==> src/rtl/ctrl_pkg.sv <==
// Shared encodings for the multi-cycle RV32I control path: FSM states, opcodes,
// and the ALUOp / pc_src / wb_sel / ALU operand select codes the datapath decodes.
package ctrl_pkg;

    typedef enum logic [2:0] {
        S_RST    = 3'd0,
        S_FETCH  = 3'd1,
        S_DECODE = 3'd2,
        S_EXEC   = 3'd3,
        S_MEM    = 3'd4,
        S_WB     = 3'd5,
        S_TRAP   = 3'd6
    } state_e;

    localparam logic [6:0] OP_R      = 7'b0110011;
    localparam logic [6:0] OP_I      = 7'b0010011;
    localparam logic [6:0] OP_LOAD   = 7'b0000011;
    localparam logic [6:0] OP_STORE  = 7'b0100011;
    localparam logic [6:0] OP_BRANCH = 7'b1100011;
    localparam logic [6:0] OP_JAL    = 7'b1101111;
    localparam logic [6:0] OP_JALR   = 7'b1100111;
    localparam logic [6:0] OP_LUI    = 7'b0110111;
    localparam logic [6:0] OP_AUIPC  = 7'b0010111;
    localparam logic [6:0] OP_FENCE  = 7'b0001111;
    localparam logic [6:0] OP_SYSTEM = 7'b1110011;

    localparam logic [1:0] ALU_ADD  = 2'b00;
    localparam logic [1:0] ALU_BR   = 2'b01;
    localparam logic [1:0] ALU_FUNC = 2'b10;
    localparam logic [1:0] ALU_PASS = 2'b11;

    localparam logic [1:0] PC_PLUS4  = 2'b00;
    localparam logic [1:0] PC_TARGET = 2'b01;
    localparam logic [1:0] PC_JALR   = 2'b10;

    localparam logic [1:0] WB_ALU  = 2'b00;
    localparam logic [1:0] WB_LOAD = 2'b01;
    localparam logic [1:0] WB_PC4  = 2'b10;

    localparam logic [1:0] SRCA_RS1  = 2'b00;
    localparam logic [1:0] SRCA_PC   = 2'b01;
    localparam logic [1:0] SRCA_ZERO = 2'b10;

    localparam logic SRCB_RS2 = 1'b0;
    localparam logic SRCB_IMM = 1'b1;

    // Opcodes that need an EXEC cycle; FENCE/SYSTEM retire straight from DECODE.
    function automatic logic is_exec_op(input logic [6:0] op);
        case (op)
            OP_R, OP_I, OP_LOAD, OP_STORE, OP_BRANCH,
            OP_JAL, OP_JALR, OP_LUI, OP_AUIPC: is_exec_op = 1'b1;
            default:                           is_exec_op = 1'b0;
        endcase
    endfunction

endpackage

==> src/rtl/mem_wait_timer.sv <==
// Counts cycles a memory request waits un-acked; flags a timeout at MAX_WAIT
// (MAX_WAIT = 0 disables it) and keeps a sticky bus_err until reset.
module mem_wait_timer #(
    parameter int WAIT_W   = 8,
    parameter int MAX_WAIT = 255
) (
    input  logic              clk,
    input  logic              reset,
    input  logic              waiting_i,
    input  logic              ready_i,
    output logic              timeout_o,
    output logic              bus_err_o,
    output logic [WAIT_W-1:0] wait_cnt_o
);

    localparam logic              TO_EN   = (MAX_WAIT != 0);
    localparam logic [WAIT_W-1:0] MAX_CNT = WAIT_W'(MAX_WAIT);

    logic [WAIT_W-1:0] wait_cnt_q, wait_cnt_d;
    logic              bus_err_q, bus_err_d;

    // A ready in the timeout cycle wins, so ready_i masks the timeout.
    assign timeout_o = TO_EN && waiting_i && !ready_i && (wait_cnt_q == MAX_CNT);

    always_comb begin
        wait_cnt_d = wait_cnt_q;
        if (!waiting_i || ready_i || timeout_o) begin
            wait_cnt_d = '0;
        end else if (wait_cnt_q != '1) begin
            wait_cnt_d = wait_cnt_q + 1'b1;
        end
        bus_err_d = bus_err_q | timeout_o;
    end

    always_ff @(posedge clk) begin
        if (reset) begin
            wait_cnt_q <= '0;
            bus_err_q  <= 1'b0;
        end else begin
            wait_cnt_q <= wait_cnt_d;
            bus_err_q  <= bus_err_d;
        end
    end

    assign bus_err_o  = bus_err_q;
    assign wait_cnt_o = wait_cnt_q;

endmodule

==> src/rtl/multicycle_controller.sv <==
// Main control FSM of the multi-cycle RV32I core (FETCH/DECODE/EXEC/MEM/WB).
// Define RV_CTRL_TRAP_EN to park illegal opcodes in TRAP instead of retiring them as NOP.
module multicycle_controller
    import ctrl_pkg::*;
#(
    parameter int WAIT_W   = 8,
    parameter int MAX_WAIT = 255
) (
    input  logic       clk,
    input  logic       reset,
    input  logic       imem_ready,
    input  logic [6:0] instr_opcode,
    input  logic       dmem_ready,
    input  logic       br_taken,
    output logic       imem_req,
    output logic       dmem_req,
    output logic       dmem_we,
    output logic       ir_write,
    output logic       pc_write,
    output logic [1:0] pc_src,
    output logic [1:0] ALUOp,
    output logic [1:0] alu_src_a,
    output logic       alu_src_b,
    output logic       reg_write,
    output logic [1:0] wb_sel,
    output logic       bus_err,
    output logic       trap,
    output logic [2:0] state_o
);

    state_e      state_q, state_d;
    logic [6:0]  op_q, op_d;
    logic        waiting, ready_mux, timeout;
    logic [WAIT_W-1:0] wait_cnt;

    // Only the ack belonging to the current wait state reaches the timer.
    assign waiting   = (state_q == S_FETCH) || (state_q == S_MEM);
    assign ready_mux = (state_q == S_FETCH) ? imem_ready : dmem_ready;

    mem_wait_timer #(
        .WAIT_W   (WAIT_W),
        .MAX_WAIT (MAX_WAIT)
    ) u_timer (
        .clk        (clk),
        .reset      (reset),
        .waiting_i  (waiting),
        .ready_i    (ready_mux),
        .timeout_o  (timeout),
        .bus_err_o  (bus_err),
        .wait_cnt_o (wait_cnt)
    );

    always_ff @(posedge clk) begin
        if (reset) begin
            state_q <= S_RST;
            op_q    <= '0;
        end else begin
            state_q <= state_d;
            op_q    <= op_d;
        end
    end

    always_comb begin
        state_d = state_q;
        op_d    = op_q;
        case (state_q)
            S_RST: state_d = S_FETCH;
            S_FETCH: begin
                if (imem_ready) begin
                    op_d    = instr_opcode;
                    state_d = S_DECODE;
                end else if (timeout) begin
                    state_d = S_FETCH;
                end
            end
            S_DECODE: begin
                if (is_exec_op(op_q)) begin
                    state_d = S_EXEC;
                end else if (op_q == OP_FENCE || op_q == OP_SYSTEM) begin
                    state_d = S_FETCH;
                end else begin
`ifdef RV_CTRL_TRAP_EN
                    state_d = S_TRAP;
`else
                    state_d = S_FETCH;
`endif
                end
            end
            S_EXEC: begin
                if (op_q == OP_LOAD || op_q == OP_STORE) begin
                    state_d = S_MEM;
                end else if (op_q == OP_BRANCH) begin
                    state_d = S_FETCH;
                end else begin
                    state_d = S_WB;
                end
            end
            S_MEM: begin
                if (dmem_ready) begin
                    state_d = (op_q == OP_LOAD) ? S_WB : S_FETCH;
                end else if (timeout) begin
                    state_d = S_FETCH;
                end
            end
            S_WB:    state_d = S_FETCH;
            S_TRAP:  state_d = S_TRAP;
            default: state_d = S_RST;
        endcase
    end

    always_comb begin
        imem_req  = 1'b0;
        dmem_req  = 1'b0;
        dmem_we   = 1'b0;
        ir_write  = 1'b0;
        pc_write  = 1'b0;
        pc_src    = PC_PLUS4;
        ALUOp     = ALU_ADD;
        alu_src_a = SRCA_RS1;
        alu_src_b = SRCB_RS2;
        reg_write = 1'b0;
        wb_sel    = WB_ALU;
        case (state_q)
            S_FETCH: begin
                imem_req = 1'b1;
                ir_write = imem_ready;
                pc_write = imem_ready;
            end
            S_EXEC: begin
                case (op_q)
                    OP_R:    ALUOp = ALU_FUNC;
                    OP_I: begin
                        ALUOp     = ALU_FUNC;
                        alu_src_b = SRCB_IMM;
                    end
                    OP_LOAD, OP_STORE: alu_src_b = SRCB_IMM;
                    OP_AUIPC: begin
                        alu_src_a = SRCA_PC;
                        alu_src_b = SRCB_IMM;
                    end
                    OP_LUI: begin
                        ALUOp     = ALU_PASS;
                        alu_src_a = SRCA_ZERO;
                        alu_src_b = SRCB_IMM;
                    end
                    OP_BRANCH: begin
                        ALUOp    = ALU_BR;
                        pc_write = br_taken;
                        pc_src   = PC_TARGET;
                    end
                    OP_JAL: begin
                        ALUOp    = ALU_PASS;
                        pc_write = 1'b1;
                        pc_src   = PC_TARGET;
                    end
                    OP_JALR: begin
                        alu_src_b = SRCB_IMM;
                        pc_write  = 1'b1;
                        pc_src    = PC_JALR;
                    end
                    default: ;
                endcase
            end
            S_MEM: begin
                dmem_req = 1'b1;
                dmem_we  = (op_q == OP_STORE);
            end
            S_WB: begin
                reg_write = 1'b1;
                if (op_q == OP_LOAD) begin
                    wb_sel = WB_LOAD;
                end else if (op_q == OP_JAL || op_q == OP_JALR) begin
                    wb_sel = WB_PC4;
                end
            end
            default: ;
        endcase
    end

`ifdef RV_CTRL_TRAP_EN
    assign trap = (state_q == S_TRAP);
`else
    assign trap = 1'b0;
`endif

    assign state_o = state_q;

    // Counter value is exposed by the timer for debug only.
    logic unused_wait_cnt;
    assign unused_wait_cnt = ^wait_cnt;

endmodule

==> config.mk <==
export PLATFORM = sky130hd
export DESIGN_NAME = multicycle_controller
export DESIGN_NICKNAME = d
export VERILOG_FILES = /design/src/rtl/ctrl_pkg.sv /design/src/rtl/mem_wait_timer.sv /design/src/rtl/multicycle_controller.sv
export SDC_FILE = /design/constraint.sdc
export NUM_CORES = 1
export LEC_CHECK = 0
export ABC_AREA = 1
export CORE_ASPECT_RATIO = 1.25
export CORE_MARGIN = 5
export CORE_UTILIZATION = 30
export DETAILED_ROUTE_END_ITERATION = 8
export PLACE_DENSITY = 0.55
export SLEW_MARGIN = 15
export SYNTH_ARGS = -nofsm -noshare
export SYNTH_HDL_FRONTEND = slang
export SYNTH_SLANG_ARGS = --single-unit
==> constraint.sdc <==
create_clock -name clk -period 2.2 [get_ports clk]
set_input_delay 0.66 -clock clk [delete_from_list [all_inputs] [get_ports clk]]
set_output_delay 0.66 -clock clk [all_outputs]
set_load 0.005 [all_outputs]
* After elaboration in Yosys (flattened, before gate mapping)
Cells that the tools add are included.
Storage, ports and cells: register bits 19, input bits 12
Operators by class: $add $sub $neg 1, equal/unequal tests 17, multiplexer cells 29, bitwise operators 1, reductions and logical operators 19
Operator list (number):
- == test 7 x 6 -> 1 bit, second input constant | 3
- == test 7 bit, second input constant | 3
- 2-to-1 mux 3 bit | 6
- one-hot mux 3 bit (6 select lines) | 1
- == test 7 x 5 -> 1 bit, second input constant | 2
- 2-to-1 mux 2 bit | 7
- OR reduction 2 bit | 6
- 2-to-1 mux 1 bit | 10
- == test 3 bit, second input constant | 3
- OR reduction 9 bit | 1
- adder 8 x 1 -> 8 bit, second input constant | 1
- == test 8 bit, second input constant | 1
- inequality test 8 bit, second input constant | 1
- one-hot mux 2 bit (2 select lines) | 2
- == test 7 x 2 -> 1 bit, second input constant | 1
- == test 3 x 2 -> 1 bit, second input constant | 2
- one-hot mux 2 bit (3 select lines) | 1
- OR reduction 6 bit | 1
- logical OR 1 bit | 5
- one-hot mux 1 bit (2 select lines) | 2
- == test 3 x 1 -> 1 bit, second input constant | 1
- logical NOT 3 bit | 1
- logical AND 1 bit | 2
- logical NOT 1 bit | 2
- other kinds (2) | 2

* Longest topological paths before layout
Gate-level depths: netlist of run 1.
depth in word-level cells 8, mapped depth 10, mapped depth without buffers 10

* Modules after synthesis
From an unflattened synthesis of run 1, not the netlist that was laid out.
Second synthesis, totals: cell total of the unflattened synthesis 182, area, all modules 1138.6 µm²
Modules (own cells, without submodules):
- multicycle_controller | times used 1, cells each 121, area an instance 713.2 µm², sequential area each 200.2 µm²
- mem_wait_timer | times used 1, cells each 61, area an instance 425.4 µm², sequential area each 180.2 µm²

* Worst setup path after synthesis of run 1
OpenSTA, ideal clock, no wires.
path kind input-to-output, start input imem_ready, end output pc_write, arrival time 1109 ps, data required time 1540 ps, path slack 431 ps, stages on the path 5, buffers on the path 1, path through inv_1 > nor2_4 > inv_2 > buf_6 > nand2_1
On the way: word-level cells in the longest chain between the ends 1
Ends and longest elaborated chain:
- start: declaration | line multicycle_controller.sv:11 | input logic imem_ready,
- one-hot mux 1 bit (2 select lines) | line multicycle_controller.sv:123 | case (state_q)
- end: declaration | line multicycle_controller.sv:19 | output logic pc_write,
No other way between the ends.

* Worst setup path in the final report of run 1
start register op_q[1], end register state_q[0] (netlist: state_o[0])
On the way: word-level cells in the longest chain between the ends 4, elaborated cells between the ends (all ways) 5, those cells by class 2 x eq/ne; 2 x mux; 1 x reduce/logical
Ends and longest elaborated chain:
- start: declaration | line multicycle_controller.sv:32 | logic [6:0] op_q, op_d;
- start signal: assignment | line multicycle_controller.sv:59 | op_q <= op_d;
- == test 7 x 2 -> 1 bit or == test 7 x 6 -> 1 bit (tied branches) | line ctrl_pkg.sv:49, multicycle_controller.sv:90
- logical OR 1 bit * | line multicycle_controller.sv:90 | if (op_q == OP_LOAD || op_q == OP_STORE) begin
- 2-to-1 mux 3 bit * | line multicycle_controller.sv:90
- one-hot mux 3 bit (6 select lines) * | line multicycle_controller.sv:66 | case (state_q)
- end signal: assignment | line multicycle_controller.sv:58 | state_q <= state_d;
- end: declaration | line multicycle_controller.sv:31 | state_e state_q, state_d;
Every way passes the cells marked *; elsewhere a longest branch is shown, timed or not. A chain may end at the register's enable or synchronous reset.

==> results of run 1 <==
[per-stage QoR]
step / TNS [ps] / instances
finish: 0 / 278
global route: -173 / 278
CTS: -89.8 / 273
detailed placement: -814 / 258
global placement: -798 / 258
floorplan: 0 / 166
[how the worst min path moves through the flow]
| stage | slack [ps] | depth (start not counted) | to |
|---|---|---|---|
| 6_report | 450 | 2 | u_timer.bus_err_o$_SDFF_PP0_ |
| 5_1_grt | 480 | 1 | u_timer.wait_cnt_o[0]$_SDFFE_PP0N_ |
| 4_1_cts | 460 | 2 | u_timer.bus_err_o$_SDFF_PP0_ |
| 3_5_place_dp | 450 | 1 | u_timer.wait_cnt_o[0]$_SDFFE_PP0N_ |
| 3_3_place_gp | 430 | 1 | u_timer.wait_cnt_o[0]$_SDFFE_PP0N_ |
| 2_1_floorplan | 420 | 1 | u_timer.wait_cnt_o[0]$_SDFFE_PP0N_ |
[critical path: stages, from the launching register on]
cell and delay (ps):
dfxtp_2 360, nand2_4 60, buf_6 110, inv_2 50, nand4_1 140, buf_4 170, buf_4 120, buf_6 100
buf_4 110, buf_4 120, buf_4 120, buf_4 120, buf_4 120, buf_4 120, a21oi_2 140, a31oi_1 100
[what timing repair did]
action                     4_1_cts  5_1_grt
buffers inserted                11        6
gates resized for setup         43       30
pin swaps                        6       11
setup endpoints to repair       12        9
[layout make-up]
cell class,instances,area share [%]
repair buffers,71,31.8
inverters,25,5.07
multi-input cells,120,37.0
well taps,39,2.64
clock buffers,4,2.43
flip-flops and latches,19,21.1
[cell families after synthesis]
group / after synthesis / share of synthesized area, %
AOI/OAI and AO/OA: 30 / 15.5
adders and majority gates: 1 / 1.16
buffers and inverters: 27 / 10.4
and+or+nand+nor: 85 / 35.0
xor gates and xnor gates: 3 / 2.43
DFF: 19 / 35.2
other: 1 / 0.347
[synth_stat cells (all sizes together)]
cell    instances
nand2          35
nor2           32
inv            25
dfxtp          19
a21oi          15
o21ai          10
nand3           7
nor3            5
nand4           3
buf             2
nor4            2
xor2            2
a211oi          1
a31oi           1
and3            1
conb            1
ha              1
o211ai          1
o21bai          1
o22ai           1
xnor2           1
[layer usage]
metal	up-vias	part of all wire, %	global-route usage (%)
met5	-	0	0
met1	621	41	14.0
met3	8	3.9	3.07
met4	0	1.6	8.52
li1	680	-	-
met2	30	53	24.2
[power by group]
part	switching, mW	internal, mW
Clock	0.104	0.128
Sequential	0.0146	0.361
Combinational	0.0887	0.0932
[registers in the layout, summed over array words and instances (netlist names)]
register and cells:
u_timer.wait_cnt_o 8, u_timer.bus_err_o 1, state_o 3, op_q 7
==> impl_metrics.prom, run 1 <==
# TYPE chip_impl_metric gauge
chip_impl_metric{name="hold-worst-slack",unit="ps"} 455
chip_impl_metric{name="powerDensity",unit="mW/mm2"} 427
chip_impl_metric{name="hold_buffers",unit=""} 0
chip_impl_info{name="hold_path_startpoint",value="u_timer.bus_err_o$_SDFF_PP0_"} 1
chip_impl_metric{name="ff2ff_setup_slack",unit="ps"} 20
chip_impl_metric{name="clkSinkCount",unit=""} 19
chip_impl_info{name="rsz0062_at_grt",value="true"} 1
chip_impl_metric{name="flow.area_growth_from_synthesis",unit="%"} 71.2
chip_impl_metric{name="detailedPlacementHpwl",unit="um"} 2550
chip_impl_metric{name="num-nets-final",unit=""} 253
chip_impl_metric{name="timing_hold_violations_final",unit=""} 0
chip_impl_metric{name="total_number_of_vias",unit=""} 1339
chip_impl_metric{name="vdd_ir_drop_max",unit="mV"} 0.321
chip_impl_metric{name="setup_viol",unit=""} 0
chip_impl_info{name="outcome",value="completed"} 1
chip_impl_metric{name="postRouteAntennaNets",unit=""} 0
chip_impl_metric{name="synth_area",unit="mm2"} 0.00108
chip_impl_metric{name="sequential_cell_area",unit="um2"} 390
chip_impl_metric{name="placeableCoreArea",unit="mm2"} 0.00348
chip_impl_metric{name="antenna-diode-count",unit=""} 0
chip_impl_info{name="worstReg2RegEnd",value="state_o[0]$_SDFF_PP0_"} 1
chip_impl_info{name="layout_commonest_cell",value="buf_4"} 1
chip_impl_metric{name="final_cell_area",unit="mm2"} 0.00185
chip_impl_metric{name="drv_cap",unit=""} 0
chip_impl_metric{name="power_leakage",unit="nW"} 0.838
chip_impl_metric{name="detail_route.iter0.violations",unit=""} 31
chip_impl_metric{name="fillers",unit=""} 334
chip_impl_metric{name="clock_latency",unit="ps"} 250
chip_impl_metric{name="gpl.final_weighted_congestion",unit=""} 0.832
chip_impl_metric{name="portBuffers",unit=""} 30
chip_impl_metric{name="die_x",unit="um"} 63.7
chip_impl_metric{name="netlist_instances",unit=""} 166
chip_impl_info{name="worstSetupPathType",value="reg -> reg"} 1
chip_impl_metric{name="multi_input_area",unit="um2"} 684
chip_impl_metric{name="synth.top_cell.area_share",unit="%"} 35.2
chip_impl_metric{name="worst-endpoint-required",unit="ps"} 2330
chip_impl_metric{name="grtUsageTotal",unit="%"} 13.6
chip_impl_metric{name="ctsHtreeMaxLevel",unit=""} 1
chip_impl_metric{name="synth-seq-cells",unit=""} 19
chip_impl_metric{name="critical_path_peak_fanout",unit=""} 2
chip_impl_metric{name="detail_route.wl_per_cell",unit="um"} 12.4
chip_impl_metric{name="detail_route.vias_per_cell",unit=""} 4.82
chip_impl_info{name="worst_hold_class",value="reg -> reg"} 1
chip_impl_info{name="synth.largest_area_cell",value="dfxtp_1"} 1
chip_impl_metric{name="ys_types",unit=""} 30
chip_impl_metric{name="io_pins",unit=""} 32
chip_impl_metric{name="layout_worst_path_cycle_share",unit="%"} 99.3
chip_impl_info{name="clock_tree.root_cell",value="clkbuf_8"} 1
chip_impl_metric{name="fin_util",unit="%"} 53.1
chip_impl_metric{name="grt_start_max_net_pins",unit=""} 13
chip_impl_metric{name="path_clk_slew",unit="ps"} 70
chip_impl_metric{name="worst-r2r-cell-count",unit=""} 15
chip_impl_metric{name="clock_path_buffers",unit=""} 2
chip_impl_metric{name="cts_inserted_buffers",unit=""} 3
chip_impl_metric{name="grt_pass1_wl",unit="um"} 5580
chip_impl_metric{name="drive_above_1_share",unit="%"} 38.5
chip_impl_info{name="cts_tree",value="built"} 1
chip_impl_metric{name="initial_util",unit="%"} 31.0
chip_impl_metric{name="grt_antenna_before_repair",unit=""} 0
chip_impl_info{name="critPathLaunch",value="op_q[1]$_SDFFE_PP0P_"} 1
chip_impl_info{name="leading_cell_types_in_the_layout_fill_and_taps_excluded",value="buf_4, nand2_1, nor2_1"} 1
chip_impl_metric{name="max_freq",unit="MHz"} 458
chip_impl_metric{name="synth.net_count",unit=""} 179
chip_impl_metric{name="area_of_the_die",unit="mm2"} 0.00491
chip_impl_metric{name="power",unit="mW"} 0.790
chip_impl_metric{name="crit_arrival",unit="ps"} 2310
chip_impl_metric{name="number_of_global_route_vias_before_repair",unit=""} 1338
chip_impl_info{name="yosys-top-cells-area",value="dfxtp_1, nand2_1, nor2_1, inv_1, a21oi_1"} 1
chip_impl_metric{name="synthesis.area_per_instance",unit="um2"} 6.51
chip_impl_metric{name="finClkSkew",unit="ps"} 0.813
chip_impl_metric{name="rows",unit=""} 24
chip_impl_metric{name="detailedPlace.worstSlack",unit="ps"} -400
chip_impl_metric{name="drt_drc_violations_left",unit=""} 0
chip_impl_metric{name="drt-total-wl",unit="um"} 3460
chip_impl_metric{name="gr-total-overflow",unit=""} 0
chip_impl_metric{name="final_report_max_slew_violation_count",unit=""} 0
chip_impl_metric{name="detailed_place.area",unit="mm2"} 0.00160
chip_impl_info{name="worstSetupStartpointType",value="flop"} 1
chip_impl_info{name="startpoint_of_the_most_critical_register_to_register_path",value="op_q[1]$_SDFFE_PP0P_"} 1
chip_impl_metric{name="finalWorstSetupSlack",unit="ps"} 16.3
chip_impl_info{name="cp-endpoint",value="state_o[0]$_SDFF_PP0_"} 1
chip_impl_metric{name="firstDrtPassIters",unit=""} 4
chip_impl_metric{name="final_period_minus_worst_setup_slack",unit="ps"} 2180
chip_impl_info{name="worst_setup_path_end_kind",value="flop"} 1
chip_impl_metric{name="yosys_warnings",unit=""} 0
chip_impl_metric{name="yosysSeqAreaShare",unit="%"} 35.2
chip_impl_metric{name="die_h",unit="um"} 77.1
Note: power is estimated with default switching activity, not from simulation.
==> inputs of run 2 (changes only) <==
--- a/config.mk
+++ b/config.mk
@@ -9,6 +9,7 @@
 export CORE_ASPECT_RATIO = 1.25
 export CORE_MARGIN = 5
 export CORE_UTILIZATION = 30
+export CTS_CLUSTER_SIZE = 10
 export DETAILED_ROUTE_END_ITERATION = 8
 export PLACE_DENSITY = 0.55
 export SLEW_MARGIN = 15
==> results of run 2 <==
The final DEF is identical to that of run 1; final timing and power are the same.
==> inputs of run 3 (changes only) <==
--- a/config.mk
+++ b/config.mk
@@ -11,6 +11,7 @@
 export CORE_UTILIZATION = 30
 export CTS_CLUSTER_SIZE = 10
 export DETAILED_ROUTE_END_ITERATION = 8
+export GPL_ROUTABILITY_DRIVEN = 1
 export PLACE_DENSITY = 0.55
 export SLEW_MARGIN = 15
 export SYNTH_ARGS = -nofsm -noshare
==> results of run 3 <==
The final DEF is identical to that of run 1; final timing and power are the same.
